==> config.mk <==
export PLATFORM = sky130hd
export DESIGN_NAME = servo_pwm_bank
export DESIGN_NICKNAME = d
export VERILOG_FILES = /design/src/rtl/servo_pwm_bank_pkg.sv /design/src/rtl/servo_pwm_bank_chan.sv /design/src/rtl/servo_pwm_bank.sv
export SDC_FILE = /design/constraint.sdc
export NUM_CORES = 1
export LEC_CHECK = 0
export CORE_ASPECT_RATIO = 1.5
export CORE_UTILIZATION = 44
export DETAILED_ROUTE_END_ITERATION = 8
export GPL_ROUTABILITY_DRIVEN = 1
export SYNTH_ARGS = -nofsm -noshare
export SYNTH_HDL_FRONTEND = slang
export SYNTH_SLANG_ARGS = --single-unit
==> constraint.sdc <==
create_clock -name clock -period 6.42 [get_ports clock]
set_input_delay 1.284 -clock clock [delete_from_list [all_inputs] [get_ports clock]]
set_output_delay 1.284 -clock clock [all_outputs]
set_load 0.02 [all_outputs]
==> src/rtl/servo_pwm_bank_pkg.sv <==
// rtl/servo_pwm_bank_pkg.sv - shared types and elaboration helpers for servo_pwm_bank
// Purpose: command FSM state encoding, clog2 helper and pulse scale factor.
// Ports: none (package).
package servo_pwm_bank_pkg;

  typedef enum logic [1:0] {
    ST_IDLE  = 2'd0,
    ST_SCALE = 2'd1,
    ST_WRITE = 2'd2
  } cmd_state_e;

  // Bits needed to hold values 0..v-1 (minimum 0).
  function automatic int clog2_f(input int v);
    int    r;
    longint p;
    r = 0;
    p = 1;
    while (p < longint'(v)) begin
      p = p * 2;
      r++;
    end
    return r;
  endfunction

  // Cycles of pulse width per command LSB.
  function automatic int scale_f(input int min_pulse, input int max_pulse, input int cmd_w);
    return (max_pulse - min_pulse) / ((1 << cmd_w) - 1);
  endfunction

endpackage

==> src/rtl/servo_pwm_bank_chan.sv <==
// rtl/servo_pwm_bank_chan.sv - one PWM channel: target/current width, slew, compare, busy
// Purpose: holds the commanded target and the width actually in use; the in-use width
//          only moves on the frame's last cycle so every pulse is a whole, unglitched one.
// Ports: clock, reset        clock and asynchronous active-high reset
//        enable              0 forces pwm_out low on the next cycle
//        count               shared frame counter
//        slew_cycle          high on the last cycle of the frame
//        wr_en, wr_val       new target from the command path
//        pwm_out, busy       registered PWM output and (cur != target) flag
module servo_pwm_bank_chan #(
  parameter int W         = 20,
  parameter int MIN_PULSE = 50000,
  parameter int SLEW_STEP = 500
) (
  input  logic         clock,
  input  logic         reset,
  input  logic         enable,
  input  logic [W-1:0] count,
  input  logic         slew_cycle,
  input  logic         wr_en,
  input  logic [W-1:0] wr_val,
  output logic         pwm_out,
  output logic         busy
);

  logic [W-1:0] tgt_q;
  logic [W-1:0] cur_q;
  logic [W-1:0] cur_d;
  logic [W-1:0] diff;
  logic         pwm_q;
  logic         busy_q;

  // Step toward the target, landing exactly on it when within one step.
  always_comb begin
    cur_d = cur_q;
    diff  = '0;
    if (tgt_q > cur_q) begin
      diff  = tgt_q - cur_q;
      cur_d = (SLEW_STEP == 0 || diff <= W'(SLEW_STEP)) ? tgt_q : cur_q + W'(SLEW_STEP);
    end else if (tgt_q < cur_q) begin
      diff  = cur_q - tgt_q;
      cur_d = (SLEW_STEP == 0 || diff <= W'(SLEW_STEP)) ? tgt_q : cur_q - W'(SLEW_STEP);
    end
  end

  // A write landing on the slew cycle is stored but the slew above still used the
  // old target, so it takes effect one frame later.
  always_ff @(posedge clock or posedge reset) begin
    if (reset) begin
      tgt_q  <= W'(MIN_PULSE);
      cur_q  <= W'(MIN_PULSE);
      pwm_q  <= 1'b0;
      busy_q <= 1'b0;
    end else begin
      if (wr_en) begin
        tgt_q <= wr_val;
      end
      if (slew_cycle) begin
        cur_q <= cur_d;
      end
      pwm_q  <= enable && (count < cur_q);
      busy_q <= (cur_q != tgt_q);
    end
  end

  assign pwm_out = pwm_q;
  assign busy    = busy_q;

endmodule

==> src/rtl/servo_pwm_bank.sv <==
// rtl/servo_pwm_bank.sv - N-channel servo/ESC PWM generator with slew-limited widths
// Purpose: free-running frame counter, valid/ready command path that scales a command
//          to a pulse width, and NUM_CH slew-limited PWM channels.
// Ports: clock, reset             clock and asynchronous active-high reset
//        enable                  0 forces all pwm_out low
//        cmd_valid, cmd_ready    command handshake
//        cmd_ch, cmd_value       target channel and position/throttle command
//        cmd_err                 1-cycle pulse when an accepted command named a missing channel
//        pwm_out, busy           per-channel PWM output and slewing flag
//        frame_start             1-cycle pulse after the counter was observed at 0
module servo_pwm_bank
  import servo_pwm_bank_pkg::*;
#(
  parameter int  NUM_CH     = 3,
  parameter int  PERIOD_CYC = 1000000,
  parameter int  MIN_PULSE  = 50000,
  parameter int  MAX_PULSE  = 100000,
  parameter int  CMD_W      = 8,
  parameter int  SLEW_STEP  = 500,
  localparam int CH_W       = (NUM_CH > 1) ? clog2_f(NUM_CH) : 1
) (
  input  logic              clock,
  input  logic              reset,
  input  logic              enable,
  input  logic              cmd_valid,
  output logic              cmd_ready,
  input  logic [CH_W-1:0]   cmd_ch,
  input  logic [CMD_W-1:0]  cmd_value,
  output logic              cmd_err,
  output logic [NUM_CH-1:0] pwm_out,
  output logic [NUM_CH-1:0] busy,
  output logic              frame_start
);

  localparam int CNT_W  = clog2_f(PERIOD_CYC);
  localparam int SCALE  = scale_f(MIN_PULSE, MAX_PULSE, CMD_W);
  localparam int PROD_W = CMD_W + clog2_f(SCALE + 1);

  logic [CNT_W-1:0]  count_q;
  logic              frame_start_q;
  logic              slew_cycle;

  cmd_state_e        state_q, state_d;
  logic              cmd_ready_q, cmd_ready_d;
  logic              cmd_err_q, cmd_err_d;
  logic [CH_W-1:0]   ch_q, ch_d;
  logic [CMD_W-1:0]  value_q, value_d;
  logic [CNT_W-1:0]  tgt_calc_q, tgt_calc_d;
  logic [PROD_W-1:0] product;

  assign slew_cycle = (count_q == CNT_W'(PERIOD_CYC - 1));

  always_ff @(posedge clock or posedge reset) begin
    if (reset) begin
      count_q       <= '0;
      frame_start_q <= 1'b0;
    end else begin
      count_q       <= slew_cycle ? '0 : count_q + 1'b1;
      frame_start_q <= (count_q == '0);
    end
  end

  assign product = PROD_W'(value_q) * PROD_W'(SCALE);

  always_ff @(posedge clock or posedge reset) begin
    if (reset) begin
      state_q     <= ST_IDLE;
      cmd_ready_q <= 1'b0;
      cmd_err_q   <= 1'b0;
      ch_q        <= '0;
      value_q     <= '0;
      tgt_calc_q  <= CNT_W'(MIN_PULSE);
    end else begin
      state_q     <= state_d;
      cmd_ready_q <= cmd_ready_d;
      cmd_err_q   <= cmd_err_d;
      ch_q        <= ch_d;
      value_q     <= value_d;
      tgt_calc_q  <= tgt_calc_d;
    end
  end

  // cmd_ready is registered: it reflects the state the FSM enters on this edge,
  // which also makes it rise on the first clock after reset.
  always_comb begin
    state_d     = state_q;
    cmd_ready_d = cmd_ready_q;
    cmd_err_d   = 1'b0;
    ch_d        = ch_q;
    value_d     = value_q;
    tgt_calc_d  = tgt_calc_q;
    case (state_q)
      ST_IDLE: begin
        cmd_ready_d = 1'b1;
        if (cmd_valid && cmd_ready_q) begin
          state_d     = ST_SCALE;
          cmd_ready_d = 1'b0;
          ch_d        = cmd_ch;
          value_d     = cmd_value;
        end
      end
      ST_SCALE: begin
        tgt_calc_d = CNT_W'(MIN_PULSE) + CNT_W'(product);
        state_d    = ST_WRITE;
      end
      ST_WRITE: begin
        cmd_err_d   = ({1'b0, ch_q} >= (CH_W + 1)'(NUM_CH));
        cmd_ready_d = 1'b1;
        state_d     = ST_IDLE;
      end
      default: begin
        state_d     = ST_IDLE;
        cmd_ready_d = 1'b0;
      end
    endcase
  end

  for (genvar i = 0; i < NUM_CH; i++) begin : g_ch
    logic wr_en;
    assign wr_en = (state_q == ST_WRITE) && (ch_q == CH_W'(i));

    servo_pwm_bank_chan #(
      .W         (CNT_W),
      .MIN_PULSE (MIN_PULSE),
      .SLEW_STEP (SLEW_STEP)
    ) u_chan (
      .clock      (clock),
      .reset      (reset),
      .enable     (enable),
      .count      (count_q),
      .slew_cycle (slew_cycle),
      .wr_en      (wr_en),
      .wr_val     (tgt_calc_q),
      .pwm_out    (pwm_out[i]),
      .busy       (busy[i])
    );
  end

  assign cmd_ready   = cmd_ready_q;
  assign cmd_err     = cmd_err_q;
  assign frame_start = frame_start_q;

endmodule

==> summary.md, run 1 <==
| Metric | Value |
|---|---|
| Fillers | 3556 |
| Sequential power share | 0.194 |
| Critical Path RT | 6790 ps |
| Switching pwr | 4.12 mW |
| Critical Path AT | 5220 ps |
| Syn Inst Count | 2063 |
| Outcome | complete, no violations |
| Hold Path Class | flip-flop to flip-flop |
| WL/cell | 21.5 um |
| Top FF cell, synth | dfrtp_1 |
| Power Density | 467 nW/um^2 |
| VDD IR max | 0.000577 V |
| Max-slew violations | 0 |
| Multi-input logic area | 11300 um^2 |
| Largest net degree at the start of global routing | 88 |
| Vias/cell | 6.25 |
| Final core utilization | 0.479 |
| Most frequent cells in the layout | nand2_1, o21ai_0, ha_1 |
| Ys Warns | 0 |
| Gr ovfl total | 0 |
| CP Max Fanout | 16 |
| Drt first pass iters | 6 |
| Fin crit period | 4850 ps |
| Comb pwr share | 0.674 |
| Ranking of synthesized cells by area | dfrtp_1, ha_1, dfstp_2 |
| Die Wd | 159 um |
| Switching Fraction | 0.512 |
| Clock transition at the registers of the reported paths | 70 ps |
| ANT cells | 0 |
| Clock buffer depth | 2 |
| Hold-fix buffers at CTS | 0 |
| Antenna Nets Post-Route | 0 |
| Global placer's final weighted congestion | 0.966 |
| CTS buffer count | 17 |
| Critical path's slowest cell | nand2_1 |
| Post-Route WL | 53.9 mm |
| #FFs+latches synth | 155 |
| CTS tree | yes |
| Synthesized net count | 2263 |
| Slowest stage delay, CP | 670 ps |
| Post-route cell area | 17300 um^2 |
| Syn Area/Cell | 7.85 um^2 |
| IO buf count | 22 |
| Clock net sink count | 155 |
| Max Clk Rate | 206 MHz |
| Reg2Reg Setup Slack | 1570 ps |
| Layout cells sized above 1 | 0.0719 |
| Setup Skew | 12.5 ps |
| Setup ws final | 1570 ps |
| Post-synth top area share | 0.175 |
| Initial antenna violation count | 0 |
| DP Worst Slack | 1660 ps |
| Commonest non-fill, non-tap cell in the layout | nand2_1 |
| Share of flip-flops with an asynchronous set or reset | 1.00 |
| Slew margin rel. | 0.282 |
| Post-synthesis sequential area ratio | 0.243 |
| Setup bufs post-CTS | 0 |
| Post-synth EDFFs | 0 |
| Worst hold margin | 493 ps |
| Cell type with the largest total area after synthesis | dfrtp_1 |
| Max-Cap Viols | 0 |
| All-Layer GR Usage | 0.293 |
| P_leak | 7.34 nW |
| First-pass GRT wire length | 84.5 mm |
| Final setup vio count | 0 |
| Clk root buf | clkbuf_16 |
| Area growth from synthesis to layout | 6.62% |
| Die area | 37600 um^2 |
| Register area | 3930 um^2 |
| Critical path buffers and inverters | 1 |
| Setup TNS | 0 ps |
| Initial core utilization | 0.449 |
| Worst setup path class | flip-flop to flip-flop |
| Core area | 36100 um^2 |
| Tot Pwr | 8.06 mW |
| Share of power burned in the clock network | 0.131 |
| Vias in the first global route | 15379 |
| CP top delay family | compound AO/OA/AOI/OAI gates |
| Post-synthesis cell area | 16200 um^2 |
| Fin. Hold Viols | 0 |
| Endpoint class of the critical path | flip-flop |
| Post-CTS Resized | 0 |
| CP Cell Sequence | inv_1 > ha_1 > fa_1 > nor2b_1 > o21ai_1 > a21oi_1 > o221a_2 > o211ai_1 > a311oi_1 > nand4_1 > nand2_1 > nor2_1 > a2111oi_2 > a2bb2oi_1 |
| Row count | 85 |
| Internal | 3.94 mW |
| Cells after DPL | 2476 |
| Initial DRC count | 1103 |
| CTS H-tree depth | 4 |
| Nets | 2217 |
| DRC viols | 0 |
| Worst-Margin Slew | 1080 ps |
| Clock Latency Late Sink | 450 ps |
| DIE HEIGHT | 237 um |
| Post-route insts no fill | 2508 |
| Final period util | 0.756 |
| Vias | 15680 |
| Critical Path Start Type | flip-flop |
| DP Area | 16700 um^2 |
| HPWL after DPL | 41.9 mm |
| Yosys cell types | 97 |
| RSZ-0062 raised after global routing | false |
| IO Pins | 23 |
## power by group through the flow
stage / clock network, mW / registers (mW) / logic [mW]
after global routing: 1.11 / 1.59 / 5.99
final: 1.06 / 1.57 / 5.43
after floorplan: 0 / 1.41 / 4.23
after global placement: 0 / 1.58 / 5.29
after detailed placement: 0 / 1.58 / 5.33
after CTS: 1.07 / 1.56 / 5.37
## flip-flops by register name, indices dropped and copies added (netlist names)
signal / cells
state_q: 2
g_ch.u_chan.pwm_out: 3
g_ch.u_chan.busy: 3
frame_start: 1
value_q: 8
tgt_calc_q: 15
ch_q: 2
cmd_ready: 1
cmd_err: 1
g_ch.u_chan.cur_q: 54
g_ch.u_chan.tgt_q: 45
count_q: 20
## metal layers
metal,share of wire,vias up,global-route usage
met5,0,-,0
met4,0.055,0,0.164
met3,0.046,162,0.0350
met2,0.50,583,0.514
met1,0.39,7501,0.338
li1,-,7434,-
## cells in the mapped netlist, types with 14 or more instances
cell and number:
a211oi_1 16, a21o_1 41, a21oi_1 176, a31oi_1 23, and2_1 18, and3_1 33, buf_2 34, clkbuf_1 52
dfrtp_1 113, dfstp_2 42, ha_1 180, inv_1 139, mux2_2 19, nand2_1 198, nand2b_1 23, nand3_1 64
nand4_1 34, nor2_1 141, nor2b_1 21, nor3_1 53, nor4_1 22, o211ai_1 32, o21a_1 25, o21ai_0 187
o22ai_1 14, xnor2_1 61, xor2_1 31
## cell families after synthesis
family,share of synthesized area
flops,0.243
fa+ha+maj,0.147
compound gates,0.268
xor+xnor,0.0498
simple gates,0.213
buf+inv,0.0613
mux,0.0182
## cell type report
class                      count  area share
multi-input combinational   1668       0.653
sequential                   155       0.228
tap                          478      0.0346
inverter                     140      0.0307
clock buffer                  17      0.0246
timing repair buffer          35      0.0184
clock inverter                15      0.0104
## worst paths after layout
path / startpoint / end / cells past startpoint
max: g_ch[2].u_chan.cur_q[2]$_DFFE_PP0P_ / g_ch[2].u_chan.cur_q[5]$_DFFE_PP0P_ / 14
min: count_q[0]$_DFF_PP0_ / count_q[0]$_DFF_PP0_ / 1
max reg2reg: g_ch[2].u_chan.cur_q[2]$_DFFE_PP0P_ / g_ch[2].u_chan.cur_q[5]$_DFFE_PP0P_ / 14
min reg2reg: count_q[0]$_DFF_PP0_ / count_q[0]$_DFF_PP0_ / 1
max in group asynchronous: reset / g_ch[1].u_chan.tgt_q[14]$_DFFE_PP1P_ / 3
min in group asynchronous: reset / value_q[5]$_DFFE_PP0P_ / 2
(Power assumes the default switching activity.)
==> run 2: changes to the inputs <==
==> constraint.sdc (replaced) <==
create_clock -name clock -period 4.95 [get_ports clock]
set_input_delay 0.99 -clock clock [delete_from_list [all_inputs] [get_ports clock]]
set_output_delay 0.99 -clock clock [all_outputs]
set_load 0.02 [all_outputs]
==> run 2 against run 1 <==
Effect of this change:
- wire length grew 2.4%
- count of clock-buffer cells in the layout rose by 1
- register-to-register slack got worse by 1200 ps
- critical path type unchanged
- clock power grew 32%
==> summary.md, run 2 (synthesis results as in run 1) <==
| Metric | Value |
|---|---|
| Outcome | complete, no violations |
| Share of power burned in the clock network | 0.133 (+0.002) |
| Fin crit period | 4530 ps (-318 ps) |
| Endpoint class of the critical path | flip-flop |
| Reg2Reg Setup Slack | 420 ps (-1150 ps) |
| Nets | 2223 (+0.27%) |
| Vias in the first global route | 15629 (+1.6%) |
| Max Clk Rate | 221 MHz (+7.0%) |
| Most frequent cells in the layout | nand2_1, o21ai_0, ha_1 |
| CTS buffer count | 17 (unchanged) |
| Clock buffer depth | 2 (unchanged) |
| Final period util | 0.916 (+0.160) |
| Critical path depth in cells | 14 (unchanged) |
| Critical Path AT | 4890 ps (-330 ps) |
| R2R depth | 14 (unchanged) |
| WL/cell | 21.9 um (+2.1%) |
| Largest net degree at the start of global routing | 156 (+77%) |
| VDD IR max | 0.000807 V (+40%) |
| DIE HEIGHT | 237 um (unchanged) |
| Vias/cell | 6.27 (+0.36%) |
| Clock Latency Late Sink | 450 ps (about the same) |
| All-Layer GR Usage | 0.301 (+0.00818) |
| Critical Path RT | 5310 ps (-1480 ps) |
| Die area | 37600 um^2 (unchanged) |
| CTS H-tree depth | 4 (unchanged) |
| Vias | 15774 (+0.60%) |
| Setup Skew | 12.1 ps (-0.447 ps) |
| Power Density | 606 nW/um^2 (+30%) |
| Fin. Hold Viols | 0 (unchanged) |
| Internal | 5.18 mW (+32%) |
| Switching pwr | 5.31 mW (+29%) |
| Clk root buf | clkbuf_16 |
| CP top delay family | compound AO/OA/AOI/OAI gates |
| IO buf count | 22 (unchanged) |
| Initial antenna violation count | 1 (+1) |
| Worst-Margin Slew | 1080 ps (-2.02 ps) |
| Hold Path Class | flip-flop to flip-flop |
| Row count | 85 (unchanged) |
| Clock net sink count | 155 (unchanged) |
| First-pass GRT wire length | 86.6 mm (+2.5%) |
| Initial core utilization | 0.449 (unchanged) |
| Critical path buffers and inverters | 2 (+1) |
| Clock transition at the registers of the reported paths | 70 ps (about the same) |
| Hold-fix buffers at CTS | 0 (unchanged) |
| CTS tree | yes |
| ANT cells | 0 (unchanged) |
| Largest register FFs | 54 (unchanged) |
| HPWL after DPL | 42.7 mm (+1.9%) |
| Gr ovfl total | 0 (unchanged) |
| Critical Path Start Type | flip-flop |
| Die Wd | 159 um (unchanged) |
| IO Pins | 23 (unchanged) |
| Slowest stage delay, CP | 600 ps (-70 ps) |
| Max-Cap Viols | 0 (unchanged) |
| DP Worst Slack | 436 ps (-1230 ps) |
| Fillers | 3569 (+0.37%) |
| Final setup vio count | 0 (unchanged) |
| Hold path depth | 1 (unchanged) |
| Area growth from synthesis to layout | 7.05% |
| P_leak | 7.37 nW (+0.47%) |
| Slew margin rel. | 0.283 (+0.00135) |
| Antenna Nets Post-Route | 0 (unchanged) |
| Critical path's slowest cell | dfstp_2 |
| Post-Route WL | 55.2 mm (+2.4%) |
| Setup ws final | 416 ps (-1150 ps) |
| Layout cells sized above 1 | 0.0751 (+0.00323) |
| Largest regs | g_ch.u_chan.cur_q (54), g_ch.u_chan.tgt_q (45), count_q (20) |
| Biggest register | g_ch.u_chan.cur_q |
| Switching Fraction | 0.506 (-0.00553) |
| Commonest non-fill, non-tap cell in the layout | nand2_1 |
| Comb pwr share | 0.673 (about the same) |
| Sequential power share | 0.194 (about the same) |
| Initial DRC count | 982 (-11%) |
| DRC viols | 0 (unchanged) |
| CP Cell Sequence | inv_1 > ha_1 > a21o_1 > a211o_1 > mux2_2 > nor4_1 > o211ai_1 > a311oi_1 > nand4_1 > buf_4 > nand2_1 > mux2i_1 > o2111ai_1 > o21ai_0 |
| CP Max Fanout | 14 (-2) |
| Worst setup path class | flip-flop to flip-flop |
| Drt first pass iters | 7 (+1) |
| Max-slew violations | 0 (unchanged) |
| Setup TNS | 0 ps (unchanged) |
| Core area | 36100 um^2 (unchanged) |
| Global placer's final weighted congestion | 0.982 (+1.7%) |
| RSZ-0062 raised after global routing | false |
[run 2: changes by cell type in the layout (fill, tap and decap cells not counted)]
cell and change:
buf_4 +5, clkinv_8 -2, inv_6 +2, inv_8 -2, a31oi_1 -1, a31oi_2 +1
buf_12 +1, bufinv_16 +1, clkbuf_8 +1, clkinv_4 -1, clkinvlp_4 +1
[run 2: path summary, 6_finish.rpt]
| check | startpoint | endpoint |
|---|---|---|
| setup / recovery | g_ch[2].u_chan.cur_q[15]$_DFFE_PP1P_ | g_ch[2].u_chan.cur_q[3]$_DFFE_PP0P_ |
| hold / removal | state_q[0]$_DFFE_PP0N_ | cmd_ready$_DFFE_PP0P_ |
| hold reg to reg | state_q[0]$_DFFE_PP0N_ | cmd_ready$_DFFE_PP0P_ |
| min in group asynchronous | reset | g_ch[1].u_chan.pwm_out$_DFF_PP0_ |
| setup reg to reg | g_ch[2].u_chan.cur_q[15]$_DFFE_PP1P_ | g_ch[2].u_chan.cur_q[3]$_DFFE_PP0P_ |
| max in group asynchronous | reset | tgt_calc_q[5]$_DFFE_PP0N_ |
[run 2: cell type report]
cell class              instances  area [um^2]  area share
multi-input cells            1668        11300       0.651
well taps                     478          598      0.0345
clock buffers                  18          439      0.0253
flip-flops and latches        155         3930       0.227
clock inverters                14          171     0.00989
inverters                     140          529      0.0305
repair buffers                 41          375      0.0217
[run 2: metrics by stage]
stage / instances / total power, mW / utilization / area, um^2 / hold WS (ps)
after floorplan: 2063 / 7.32 / - / 16200 / 455
after global placement: 2482 / 8.93 / 0.464 / 16700 / 477
after detailed placement: 2482 / 8.99 / 0.464 / 16700 / 494
after CTS: 2514 / 10.4 / 0.481 / 17300 / 504
after global routing: 2514 / 11.3 / 0.481 / 17300 / 529
final: 2514 / 10.5 / 0.481 / 17300 / 502
[run 2: repair_timing]
| action | in CTS | in global routing |
|---|---|---|
| gates resized for setup | 0 | 1 |
| setup buffers | 0 | 0 |
| endpoints found under the setup margin | 0 | 1 |
[run 2: power groups by stage]
stage               Clock [mW]  Combinational (mW)  Sequential [mW]
floorplan                    0                5.49             1.82
global placement             0                6.88             2.06
detailed placement           0                6.93             2.06
CTS                       1.42                6.98             2.04
global route              1.48                7.77             2.07
finish                    1.40                7.06             2.04
[run 2: layer usage]
metal,global-route usage,share of wire,vias to the layer above
met5,0,0,-
met4,0.178,0.060,0
met3,0.0328,0.042,196
met2,0.523,0.50,547
met1,0.351,0.40,7595
li1,-,-,7436
==> run 3: changes to the inputs <==
--- a/config.mk
+++ b/config.mk
@@ -6,9 +6,12 @@
 export NUM_CORES = 1
 export LEC_CHECK = 0
 export CORE_ASPECT_RATIO = 1.5
+export CORE_MARGIN = 3
 export CORE_UTILIZATION = 44
 export DETAILED_ROUTE_END_ITERATION = 8
 export GPL_ROUTABILITY_DRIVEN = 1
+export PLACE_DENSITY_LB_ADDON = 0.15
+export SLEW_MARGIN = 20
 export SYNTH_ARGS = -nofsm -noshare
 export SYNTH_HDL_FRONTEND = slang
 export SYNTH_SLANG_ARGS = --single-unit
==> run 3 against run 2 <==
Effect of this change:
- count of clock-buffer cells in the layout fell by 1
- core utilization is essentially flat
- via count is 0.27% lower
- combinational power up 0.6%
- fmax rose by 1.2%
- hold slack worse by 12 ps
- die area grew 4.3%
- design area increased by 0.25%
- largest cell class unchanged
- critical path depth decreased by 2
- sequential power about the same
- clock skew grew 1.5 ps
- sequential cell count unchanged
==> summary.md, run 3 (synthesis results as in run 1) <==
| Metric | Value |
|---|---|
| Outcome | complete, no violations |
| ANT cells | 0 (unchanged) |
| CTS tree | yes |
| First-pass GRT wire length | 86.4 mm (-0.18%) |
| Slew margin rel. | 0.261 (-0.0224) |
| DRC viols | 0 (unchanged) |
| Row count | 85 (unchanged) |
| Setup bufs post-CTS | 0 (unchanged) |
| Biggest register | g_ch.u_chan.cur_q |
| Multi-input logic area | 11300 um^2 (about the same) |
| Cells after DPL | 2490 (+0.32%) |
| Clock transition at the registers of the reported paths | 70 ps (about the same) |
| Die Wd | 163 um (+2.5%) |
| Clock buffer depth | 2 (unchanged) |
| Largest net degree at the start of global routing | 85 (-46%) |
| Setup Skew | 13.6 ps (+1.54 ps) |
| Hold-fix buffers at CTS | 0 (unchanged) |
| Reg2Reg Setup Slack | 470 ps (+50 ps) |
| Setup ws final | 469 ps (+52.4 ps) |
| Die area | 39200 um^2 (+4.3%) |
| Worst-Margin Slew | 1100 ps (+28.5 ps) |
| Global placer's final weighted congestion | 0.979 (-0.30%) |
| Most frequent cells in the layout | nand2_1, o21ai_0, ha_1 |
| Vias/cell | 6.24 (-0.58%) |
| Largest register FFs | 54 (unchanged) |
| Hold Path Class | flip-flop to flip-flop |
| Critical Path AT | 4870 ps (-20 ps) |
| Fin. Hold Viols | 0 (unchanged) |
| Power Density | 607 nW/um^2 (+0.16%) |
| Final period util | 0.905 (-0.0106) |
| Nets | 2231 (+0.36%) |
| DIE HEIGHT | 241 um (+1.7%) |
| Initial core utilization | 0.448 (-0.00132) |
| Max Clk Rate | 223 MHz (+1.2%) |
| Initial DRC count | 1439 (+47%) |
| Fillers | 3603 (+0.95%) |
| Register area | 3930 um^2 (unchanged) |
| Worst setup path class | flip-flop to flip-flop |
| Largest regs | g_ch.u_chan.cur_q (54), g_ch.u_chan.tgt_q (45), count_q (20) |
| Initial antenna violation count | 0 (-1) |
| Tot Pwr | 10.5 mW (+0.41%) |
| Max-Cap Viols | 0 (unchanged) |
| CP Max Fanout | 18 (+4) |
| All-Layer GR Usage | 0.280 (-0.0206) |
| Area growth from synthesis to layout | 7.32% |
| Fin crit period | 4480 ps (-52.4 ps) |
| Final setup vio count | 0 (unchanged) |
| Clk root buf | clkbuf_16 |
| Clock net sink count | 155 (unchanged) |
| Max-slew violations | 0 (unchanged) |
| Setup TNS | 0 ps (unchanged) |
| HPWL after DPL | 43.1 mm (+1.0%) |
| P_leak | 7.40 nW (+0.37%) |
| Post-Route WL | 55.2 mm (about the same) |
| CTS H-tree depth | 4 (unchanged) |
| CTS buffer count | 17 (unchanged) |
| Antenna Nets Post-Route | 0 (unchanged) |
| DP Worst Slack | 569 ps (+134 ps) |
| Clock Latency Late Sink | 450 ps (about the same) |
| Drt first pass iters | 7 (unchanged) |
| Endpoint class of the critical path | flip-flop |
| RSZ-0062 raised after global routing | false |
| VDD IR max | 0.000961 V (+19%) |
| Commonest non-fill, non-tap cell in the layout | nand2_1 |
| Post-route insts no fill | 2522 (+0.32%) |
| Critical Path Start Type | flip-flop |
| IO Pins | 23 (unchanged) |
| Gr ovfl total | 0 (unchanged) |
| WL/cell | 21.9 um (-0.23%) |
| Vias | 15732 (-0.27%) |
| Layout cells sized above 1 | 0.0788 (+0.00362) |
| Post-CTS Resized | 0 (unchanged) |
| Critical Path RT | 5340 ps (+30 ps) |
| Core area | 36200 um^2 (+0.30%) |
| Vias in the first global route | 15120 (-3.3%) |
| IO buf count | 22 (unchanged) |
-- run 3: cell count changes in the layout (fill, tap and decap cells not counted), sizes merged --
cell	previous run	this run
buf	19	27
inv	149	148
clkbuf	18	17
clkinvlp	2	4
-- run 3: worst paths after layout --
check	startpoint	endpoint	cells after the start
max reg2reg	g_ch[0].u_chan.cur_q[10]$_DFFE_PP0P_	g_ch[0].u_chan.cur_q[16]$_DFFE_PP0P_	12
min	count_q[0]$_DFF_PP0_	count_q[0]$_DFF_PP0_	1
max	g_ch[0].u_chan.cur_q[10]$_DFFE_PP0P_	g_ch[0].u_chan.cur_q[16]$_DFFE_PP0P_	12
min reg2reg	count_q[0]$_DFF_PP0_	count_q[0]$_DFF_PP0_	1
max in group asynchronous	reset	g_ch[1].u_chan.tgt_q[6]$_DFFE_PP1P_	3
min in group asynchronous	reset	g_ch[2].u_chan.cur_q[17]$_DFFE_PP0P_	2
-- run 3: critical path, cell delays in order (launching register included) --
cell and delay [ps]:
dfrtp_1 410, inv_1 140, ha_1 530, a21oi_1 300
o21ai_0 230, a2111oi_0 740, nand2_1 150, xnor2_1 160
nor4_1 480, a21bo_2 440, nor2_1 80, a2111oi_0 540
o22a_1 230
-- run 3: through the flow --
stage,util,hold slack (ps),instance area [um^2]
finish,0.480,489,17400
CTS,0.480,499,17400
detailed placement,0.464,490,16800
global placement,0.464,476,16800
floorplan,-,455,16200
global route,0.480,522,17400
-- run 3: layer usage --
metal | up-vias | part of all wire | global-route usage
met5 | - | 0 | 0
met4 | 0 | 0.058 | 0.150
met3 | 168 | 0.039 | 0.0287
met2 | 540 | 0.50 | 0.493
met1 | 7579 | 0.40 | 0.336
li1 | 7445 | - | -
-- run 3: power by group --
part / leakage (nW) / internal, mW / switching (mW) / total [mW]
combinational: 5.20 / 2.78 / 4.32 / 7.10
sequential: 1.91 / 1.62 / 0.431 / 2.05
clock: 0.287 / 0.762 / 0.624 / 1.39
total: 7.40 / 5.17 / 5.37 / 10.5
-- run 3: area by class of cell --
class	instances	share of cell area
Sequential cell	155	0.226
Clock inverter	15	0.0100
Multi-Input combinational cell	1668	0.649
Timing Repair Buffer	49	0.0251
Tap cell	478	0.0344
Clock buffer	17	0.0245
Inverter	140	0.0305
